--- src/rtl/cpu_pkg.sv ---
// Shared CPU definitions: M-extension multiply op encodings
// and multiplier FSM states.
package cpu_pkg;

   typedef logic [1:0] mul_op_t;

   localparam mul_op_t MUL_OP_MUL    = 2'd0;
   localparam mul_op_t MUL_OP_MULH   = 2'd1;
   localparam mul_op_t MUL_OP_MULHSU = 2'd2;
   localparam mul_op_t MUL_OP_MULHU  = 2'd3;

   typedef enum logic [1:0] {
      MS_IDLE,
      MS_RUN,
      MS_DONE
   } mul_state_t;

endpackage

--- src/rtl/cpu_multiply_step.sv ---
// One shift-add iteration: adds mcand * slice, shifted into
// place, to the running 64-bit accumulator.
module cpu_multiply_step #(
   parameter int STEP_BITS = 1
) (
   input  logic [63:0]          acc_i,
   input  logic [31:0]          mcand_i,
   input  logic [STEP_BITS-1:0] slice_i,
   input  logic [5:0]           shift_i,
   output logic [63:0]          acc_o
);

   logic [63:0] pp;

   always_comb begin
      pp    = {32'd0, mcand_i} * {{(64-STEP_BITS){1'b0}}, slice_i};
      acc_o = acc_i + (pp << shift_i);
   end

endmodule

--- src/rtl/cpu_multiply.sv ---
// Iterative RV32M multiplier (MUL/MULH/MULHSU/MULHU), STEP_BITS
// multiplier bits per cycle, one-cycle o_ready strobe.
module cpu_multiply
   import cpu_pkg::*;
#(
   parameter int STEP_BITS = 1
) (
   input  logic        i_clock,
   input  logic        i_reset_n,
   input  logic        i_request,
   input  logic [1:0]  i_op,
   input  logic [31:0] i_op1,
   input  logic [31:0] i_op2,
   output logic        o_busy,
   output logic        o_ready,
   output logic [31:0] o_result
);

   localparam int N_STEPS = 32 / STEP_BITS;

   mul_state_t  state_q;
   mul_op_t     op_q;
   logic [31:0] mcand_q;
   logic [31:0] mplier_q;
   logic [63:0] acc_q;
   logic [63:0] acc_d;
   logic        neg_q;
   logic [5:0]  cnt_q;
   logic        busy_q;
   logic        ready_q;
   logic [31:0] result_q;

   logic        sgn1;
   logic        sgn2;
   logic [31:0] mag1;
   logic [31:0] mag2;
   logic [5:0]  shift;
   logic        last;
   logic [63:0] prod;

   always_comb begin
      sgn1  = (i_op != MUL_OP_MULHU) & i_op1[31];
      sgn2  = ((i_op == MUL_OP_MUL) | (i_op == MUL_OP_MULH)) & i_op2[31];
      mag1  = sgn1 ? (~i_op1 + 32'd1) : i_op1;
      mag2  = sgn2 ? (~i_op2 + 32'd1) : i_op2;
      shift = cnt_q * 6'(STEP_BITS);
      last  = (cnt_q == 6'(N_STEPS - 1));
      prod  = neg_q ? (~acc_d + 64'd1) : acc_d;
   end

   cpu_multiply_step #(
      .STEP_BITS (STEP_BITS)
   ) u_step (
      .acc_i   (acc_q),
      .mcand_i (mcand_q),
      .slice_i (mplier_q[STEP_BITS-1:0]),
      .shift_i (shift),
      .acc_o   (acc_d)
   );

   always_ff @(posedge i_clock or negedge i_reset_n) begin
      if (!i_reset_n) begin
         state_q  <= MS_IDLE;
         op_q     <= MUL_OP_MUL;
         mcand_q  <= '0;
         mplier_q <= '0;
         acc_q    <= '0;
         neg_q    <= 1'b0;
         cnt_q    <= '0;
         busy_q   <= 1'b0;
         ready_q  <= 1'b0;
         result_q <= '0;
      end else begin
         unique case (state_q)
            MS_IDLE: begin
               if (i_request) begin
                  op_q     <= i_op;
                  mcand_q  <= mag1;
                  mplier_q <= mag2;
                  neg_q    <= sgn1 ^ sgn2;
                  acc_q    <= '0;
                  cnt_q    <= '0;
                  busy_q   <= 1'b1;
                  state_q  <= MS_RUN;
               end
            end
            MS_RUN: begin
               acc_q    <= acc_d;
               mplier_q <= mplier_q >> STEP_BITS;
               cnt_q    <= cnt_q + 6'd1;
               // Sign fix and word select land with the last add,
               // so the DONE cycle presents the result.
               if (last) begin
                  result_q <= (op_q == MUL_OP_MUL) ? prod[31:0]
                                                   : prod[63:32];
                  ready_q  <= 1'b1;
                  state_q  <= MS_DONE;
               end
            end
            MS_DONE: begin
               ready_q <= 1'b0;
               busy_q  <= 1'b0;
               state_q <= MS_IDLE;
            end
            default: state_q <= MS_IDLE;
         endcase
      end
   end

   assign o_busy   = busy_q;
   assign o_ready  = ready_q;
   assign o_result = result_q;

endmodule

--- config.mk ---
export PLATFORM = sky130hd
export DESIGN_NAME = cpu_multiply
export DESIGN_NICKNAME = d
export VERILOG_FILES = /design/src/rtl/cpu_pkg.sv /design/src/rtl/cpu_multiply_step.sv /design/src/rtl/cpu_multiply.sv
export SDC_FILE = /design/constraint.sdc
export NUM_CORES = 1
export LEC_CHECK = 0
export CAP_MARGIN = 40
export CORE_UTILIZATION = 40
export CTS_BUF_LIST = sky130_fd_sc_hd__clkbuf_4
export DETAILED_ROUTE_END_ITERATION = 12
export PLACE_DENSITY_LB_ADDON = 0.1
export SETUP_SLACK_MARGIN = 0.4
export SLEW_MARGIN = 30
export SYNTH_ARGS = -nofsm -noshare
export SYNTH_HDL_FRONTEND = slang
export SYNTH_SLANG_ARGS = --single-unit
--- constraint.sdc ---
create_clock -name i_clock -period 9.19 [get_ports i_clock]
set_input_delay 0.919 -clock i_clock [delete_from_list [all_inputs] [get_ports i_clock]]
set_output_delay 0.919 -clock i_clock [all_outputs]
set_load 0.05 [all_outputs]
== Yosys cells after proc, flatten, opt, wreduce, memory -nomap -nowiden ==
Cells that the tools add are included.

* Add/sub/neg operators: 5
* Multipliers: 1
* Equality and inequality tests: 7
* Shift operators: 1
* Multiplexer cells: 17
* Bitwise gates (word level): 7
* Reductions and logical operators: 12

{| class="wikitable"
|+ Operators with widths
! kind !! count
|-
| 32-bit two-way mux || 4
|-
| 64-bit two-way mux || 2
|-
| 64-bit case mux with 2 select lines || 1
|-
| 32-bit by 1-bit adder with 32-bit output, second input constant || 2
|-
| 64-bit by 1-bit adder with 64-bit output, second input constant || 1
|-
| 64-bit adder || 1
|-
| 32-bit NOT || 2
|-
| 64-bit NOT || 1
|-
| 32-bit case mux with 2 select lines || 1
|-
| 33-bit by 6-bit left shift with 64-bit output || 1
|-
| 32-bit by 1-bit multiplier with 33-bit output || 1
|-
| 6-bit case mux with 2 select lines || 1
|-
| 2-bit AND reduction || 6
|-
| 6-bit by 1-bit adder with 6-bit output, second input constant || 1
|-
| 6-bit by 5-bit equality test with 1-bit output, second input constant || 1
|-
| 2-bit zero test || 3
|-
| 6-bit two-way mux || 1
|-
| 2-bit != test, second input constant || 3
|-
| 2-bit nonzero test || 3
|-
| 2-bit by 1-bit equality test with 1-bit output, second input constant || 2
|-
| 2-bit two-way mux || 2
|-
| 1-bit case mux with 2 select lines || 2
|-
| 2-bit case mux with 2 select lines || 1
|-
| 1-bit AND || 2
|-
| other kinds (4) || 5
|}

* Bits in registers: 173
* Word-level logic and storage cells: 60

== Depth between registers and ports, before layout ==
* Depth after elaboration: 7
* Gate-level depth with buffers: 29
* Mapped depth without buffers: 24

== By module ==
From an unflattened synthesis, not the netlist that was laid out.

* Cell total of the unflattened synthesis: 2,162
* Area total of the unflattened synthesis: 16,560.9 um^2

{| class="wikitable"
|+ Modules (own cells, without submodules)
! module !! times used !! cells an instance !! area an instance (um^2) !! sequential area each (um^2)
|-
| cpu_multiply || 1 || 1,201 || 10,133.5 || 4,329.2
|-
| cpu_multiply_step || 1 || 961 || 6,427.4 || 0.0
|}

== Worst setup path before layout ==
OpenSTA, ideal clock, no wires.

* Path kind: register -> register
* Start: register cnt_q[0]
* End: register result_q[28] (netlist: o_result[28])
* Setup time: 0.126 ns
* Arrival: 6.851 ns
* Path slack: 2.213 ns
* Cell stages (with the launch flop): 23
* Buffers on the path: 4
* Period minus slack after synthesis: 6.977 ns
* Cell sequence: dfrtp_1 buf_1 buf_1 clkbuf_1 mux4_2 nand3_1 o21ai_0 mux2_2 o21ai_0 nor2_1 ha_1 buf_2 nand4_1 or4_1 a2111oi_0 nor3_2 xnor2_1 or4_4 or2_1 or4_4 nor4_2 mux2i_1 a221o_1

* Longest elaborated chain between the ends: 6

{| class="wikitable"
|+ RTL lines
! element !! RTL line !! RTL
|-
| start: declaration || cpu_multiply.sv:28 || <nowiki>logic [5:0] cnt_q;</nowiki>
|-
| start signal: assignment || cpu_multiply.sv:90 || <nowiki>cnt_q <= cnt_q + 6'd1;</nowiki>
|-
| 33-bit by 6-bit left shift with 64-bit output || cpu_multiply_step.sv:17 || <nowiki>acc_o = acc_i + (pp << shift_i);</nowiki>
|-
| 64-bit adder || cpu_multiply_step.sv:17 ||
|-
| 64-bit NOT || cpu_multiply.sv:48 || <nowiki>prod = neg_q ? (~acc_d + 64'd1) : acc_d;</nowiki>
|-
| 64-bit by 1-bit adder with 64-bit output || cpu_multiply.sv:48 ||
|-
| 64-bit two-way mux || cpu_multiply.sv:48 ||
|-
| 32-bit two-way mux || cpu_multiply.sv:94 || <nowiki>result_q <= (op_q == MUL_OP_MUL) ? prod[31:0]</nowiki>
|-
| end signal: assignment || cpu_multiply.sv:94 ||
|-
| end: declaration || cpu_multiply.sv:31 || <nowiki>logic [31:0] result_q;</nowiki>
|}

Parallel ways exist; a longest one is shown, timed or not.
A chain may end at the register's enable or synchronous reset.

== Worst setup path after layout ==
* Start: register cnt_q[1]
* End: register result_q[29] (netlist: o_result[29])

The elaborated chain is that of the path after synthesis.

==> results.md <==
* RePlAce Congestion at ~1.1
* Area of the multi-input gates at 12340 um^2
* Root buffer cell: clkbuf_4
* Row count at 75
* Finished Layout Cells at roughly 3000
* Final Max Slew Viols at 0
* Crit-path max FO at 43
* Final Skew at ~0.037 ns
* Max VDD drop at 123.3 uV
* Clock buffer depth at 2
* Critical path's largest stage delay at between 0.7 and 0.8 ns
* Final TNS setup at 0 ns
* Sw frac at around 60%
* Avg Inst Size Synth at 7.426 um^2
* Crit path time final at ~7.5 ns
* Yosys reg bits at between 150 and 200
* CP startpoint: cnt_q[1]
* Post-synth top area cell: dfrtp_1
* Fill count at approximately 4400
* Hold slack at ~0.11 ns
* Netlist cell types at approximately 100
* Clock transition at path regs at roughly 0.17 ns
* Placed insts at 2915
* Leakage at between 0.007 and 0.008 uW
* Core ar. at approximately 42000 um^2
* Final-report setup violation count at 0
* Net count after synthesis at between 2000 and 2500
* Critical Path RT at between 9 and 10 ns
* First-pass GRT wire length at 109.0 mm
* PostCTS Resize Cnt at 0
* RSZ-0062 raised after global routing: false
* Share of layout cells above drive strength 1 at 7.709%
* Vias in the first global route at between 15000 and 20000
* Mapped Area at 17360 um^2
* Nets at approximately 2500
* Inserted Clock Buffers at 17
* Placed wire-length estimate at a little under 60 mm
* Placed Area at approximately 19000 um^2
* Crit-path cells: buf_4, clkinv_1, nor2_1, o21ai_0, o21ai_0, nand2_1, o21ai_0, o21ai_0, o22ai_1, ha_1, nand2_1, o21ai_0, a21boi_0, a211oi_1, o31a_1, a311oi_1, clkbuf_2, nor4_1, nand2_1, or4_1, mux2i_1, a22o_1
* CTS tree: built
* EDFF count, synth at 0
* Worst Tran Pin Value at just over 0.9 ns
* Die Wd at 210.3 um
* PnR worst setup slack at 1.679 ns
* Fin area at 19340 um^2
* CP Launch Type: flop
* WP buf/inv at 3
* Sequential cell area at between 4000 and 5000 um^2
* CP top delay family: compound AO/OA/AOI/OAI gates
* Mapped Cells at about 2300
* # Post-CTS Setup Buffers at 0
* Async SR Flop Fraction at between 90% and 100%
* Initial antenna violation count at 4
* Starting Density at 40.92%
* Area grow syn2layout at 11.45%
* Vias at 18534
* 1st-iter DRT viols at between 1500 and 2000
* Endpoint class of the critical path: flop
* Die footprint at about 44000 um^2
* H-tree depth at 4
* F_max at 133.1 MHz
* First-pass DRT Iterations at 5
* Tcrit/Tclk final at around four fifths
* PD cells at approximately 370 nW/um^2
* Place WS at between 1.5 and 2 ns
* CTS Hold Bufs at 0
* Tot GR Track Use at 32.94%
* R2R Path Start: cnt_q[1]
* Final Hold Vio Count at 0
* Total congestion overflow at 0
* Power Internal at approximately 2900 uW
* Synth area leaders: dfrtp_1 (25%), nand2_1 (7.3%), o21ai_0 (7.2%)
* Seq/Total Area, Yosys at approximately 25%
* Routed Antenna Nets at 0
* DRT Wirelength at just over 70 mm
* Drt wl/cell at between 20 and 25 um
* Worst rel slew slack at 37.53%
* Clock power share at around 6.7%
* Sequential power share at 16.8%
* Crit path kind: reg2reg
* Drt drc at 0
* Comb pwr share at between 70% and 80%
* Hold/Removal Path Class: in2async
* Largest net degree at the start of global routing at 82
* Die span in y at ~210 um
* Vias per cell at between 6 and 7
* Top FF cell, synth: dfrtp_1
* IO Port Bufs at 102
* # IOs at 103
* Clk_lat worst skew at ~0.76 ns
* MaxCap Viol Count at 0
* Crit path arrival time at approximately 8 ns
* Status: complete, no violations
* CP dominant cell by count: o21ai_0
* Crit-path slowest cell: nor4_1
* Ys Warns at 0
* Share of the synthesized area in the top cell type at 24.94%
* Sw power at approximately 4300 uW
* Clk sink count at between 150 and 200
per-stage QoR:
step / total power (uW) / utilization [%]
6_report: 7242 / 45.60
3_3_place_gp: 6540 / 44.50
2_1_floorplan: 4725 / -
3_5_place_dp: 6605 / 44.78
4_1_cts: 7112 / 45.45
5_1_grt: 7692 / 45.60
flip-flops by register name (all words and copies together), names as in the netlist:
signal,count
op_q,2
o_ready,1
acc_q,64
neg_q,1
o_result,32
cnt_q,6
mcand_q,32
state_q,2
o_busy,1
mplier_q,32
cells by family (layout without fill, tap and decap cells):
logic type,after synthesis,in the layout,share of synthesized area [%]
buffers and inverters,189,226,4.225
adder cells (fa/ha/maj),68,68,4.946
AO/OA/AOI/OAI,756,756,28.12
other,0,2,0
XOR/XNOR,113,113,5.703
multiplexers,77,77,5.443
AND/OR/NAND/NOR,961,961,26.62
flip-flops,173,173,24.94
path summary, 6_finish.rpt:
check	slack (ns)	endpoint	depth (start not counted)
setup / recovery	1.68	o_result[29]	22
hold / removal	0.11	acc_q[41]	1
setup reg to reg	1.68	o_result[29]	22
hold reg to reg	0.50	mplier_q[31]	2
max in group asynchronous	7.96	mcand_q[28]	2
min in group i_clock	0.50	mplier_q[31]	2
metal layers:
layer  wire [um]  global-route usage, %
met5           0                      0
met3        3801                  5.498
met4        4362                  19.41
met2       33890                  54.18
met1       30490                  40.57
worst reg2reg max path, cell delays in order (launching register included):
cell	delay [ns]
dfrtp_1	0.36
buf_4	0.37
clkinv_1	0.49
nor2_1	0.29
o21ai_0	0.16
o21ai_0	0.36
nand2_1	0.09
o21ai_0	0.12
o21ai_0	0.12
o22ai_1	0.41
ha_1	0.39
nand2_1	0.19
o21ai_0	0.68
a21boi_0	0.38
a211oi_1	0.51
o31a_1	0.40
a311oi_1	0.15
clkbuf_2	0.19
nor4_1	0.76
nand2_1	0.13
or4_1	0.55
mux2i_1	0.15
a22o_1	0.18
power groups by stage:
stage	Sequential [uW]	Clock [uW]	Combinational, uW
after floorplan	1140	0	3580
after global placement	1250	0	5290
after detailed placement	1230	0	5380
after CTS	1210	504	5390
after global routing	1240	533	5920
final	1220	483	5540
area by class of cell:
type / instances / share of cell area, %
Antenna cell: 2 / 0.02587
Clock inverter: 14 / 0.8151
Clock buffer: 17 / 0.6598
Multi-Input combinational cell: 1975 / 63.82
Inverter: 37 / 0.7180
Sequential cell: 173 / 22.39
Tap cell: 577 / 3.732
Timing Repair Buffer: 158 / 7.840
synth_stat cells (23+ instances only):
master	number
nor3_1	63
a21o_1	27
xor2_1	54
ha_1	67
clkbuf_1	118
nand3_1	127
inv_1	34
nor2_1	204
xnor2_1	59
and2_1	23
nor4_1	28
or3_1	23
a31oi_1	28
dfrtp_1	173
nand2_1	337
o31ai_1	25
a21oi_1	139
nand4_1	38
o21ai_0	250
o22ai_1	23
mux2i_1	46
a22oi_1	34
layout by cell type (no fill, tap or decap), types with 17 or more instances in the layout:
cell type and count:
nor2_1 201, a21o_1 27, o211ai_1 22, o21a_1 22, o31ai_1 25, nor3_1 63, mux2_2 19, nand4_1 38
ha_1 67, and3_1 19, dfrtp_1 172, clkdlybuf4s50_1 101, o22ai_1 23, xor2_1 54, a21oi_1 139, a31oi_1 28
nand2_1 336, a211oi_1 17, a22oi_1 34, clkbuf_4 18, inv_1 34, nand3_1 126, and2_1 23, mux2i_1 46
nor4_1 28, or3_1 23, xnor2_1 58, o21ai_0 250, buf_4 45
Note: power is estimated with default switching activity, not from simulation.
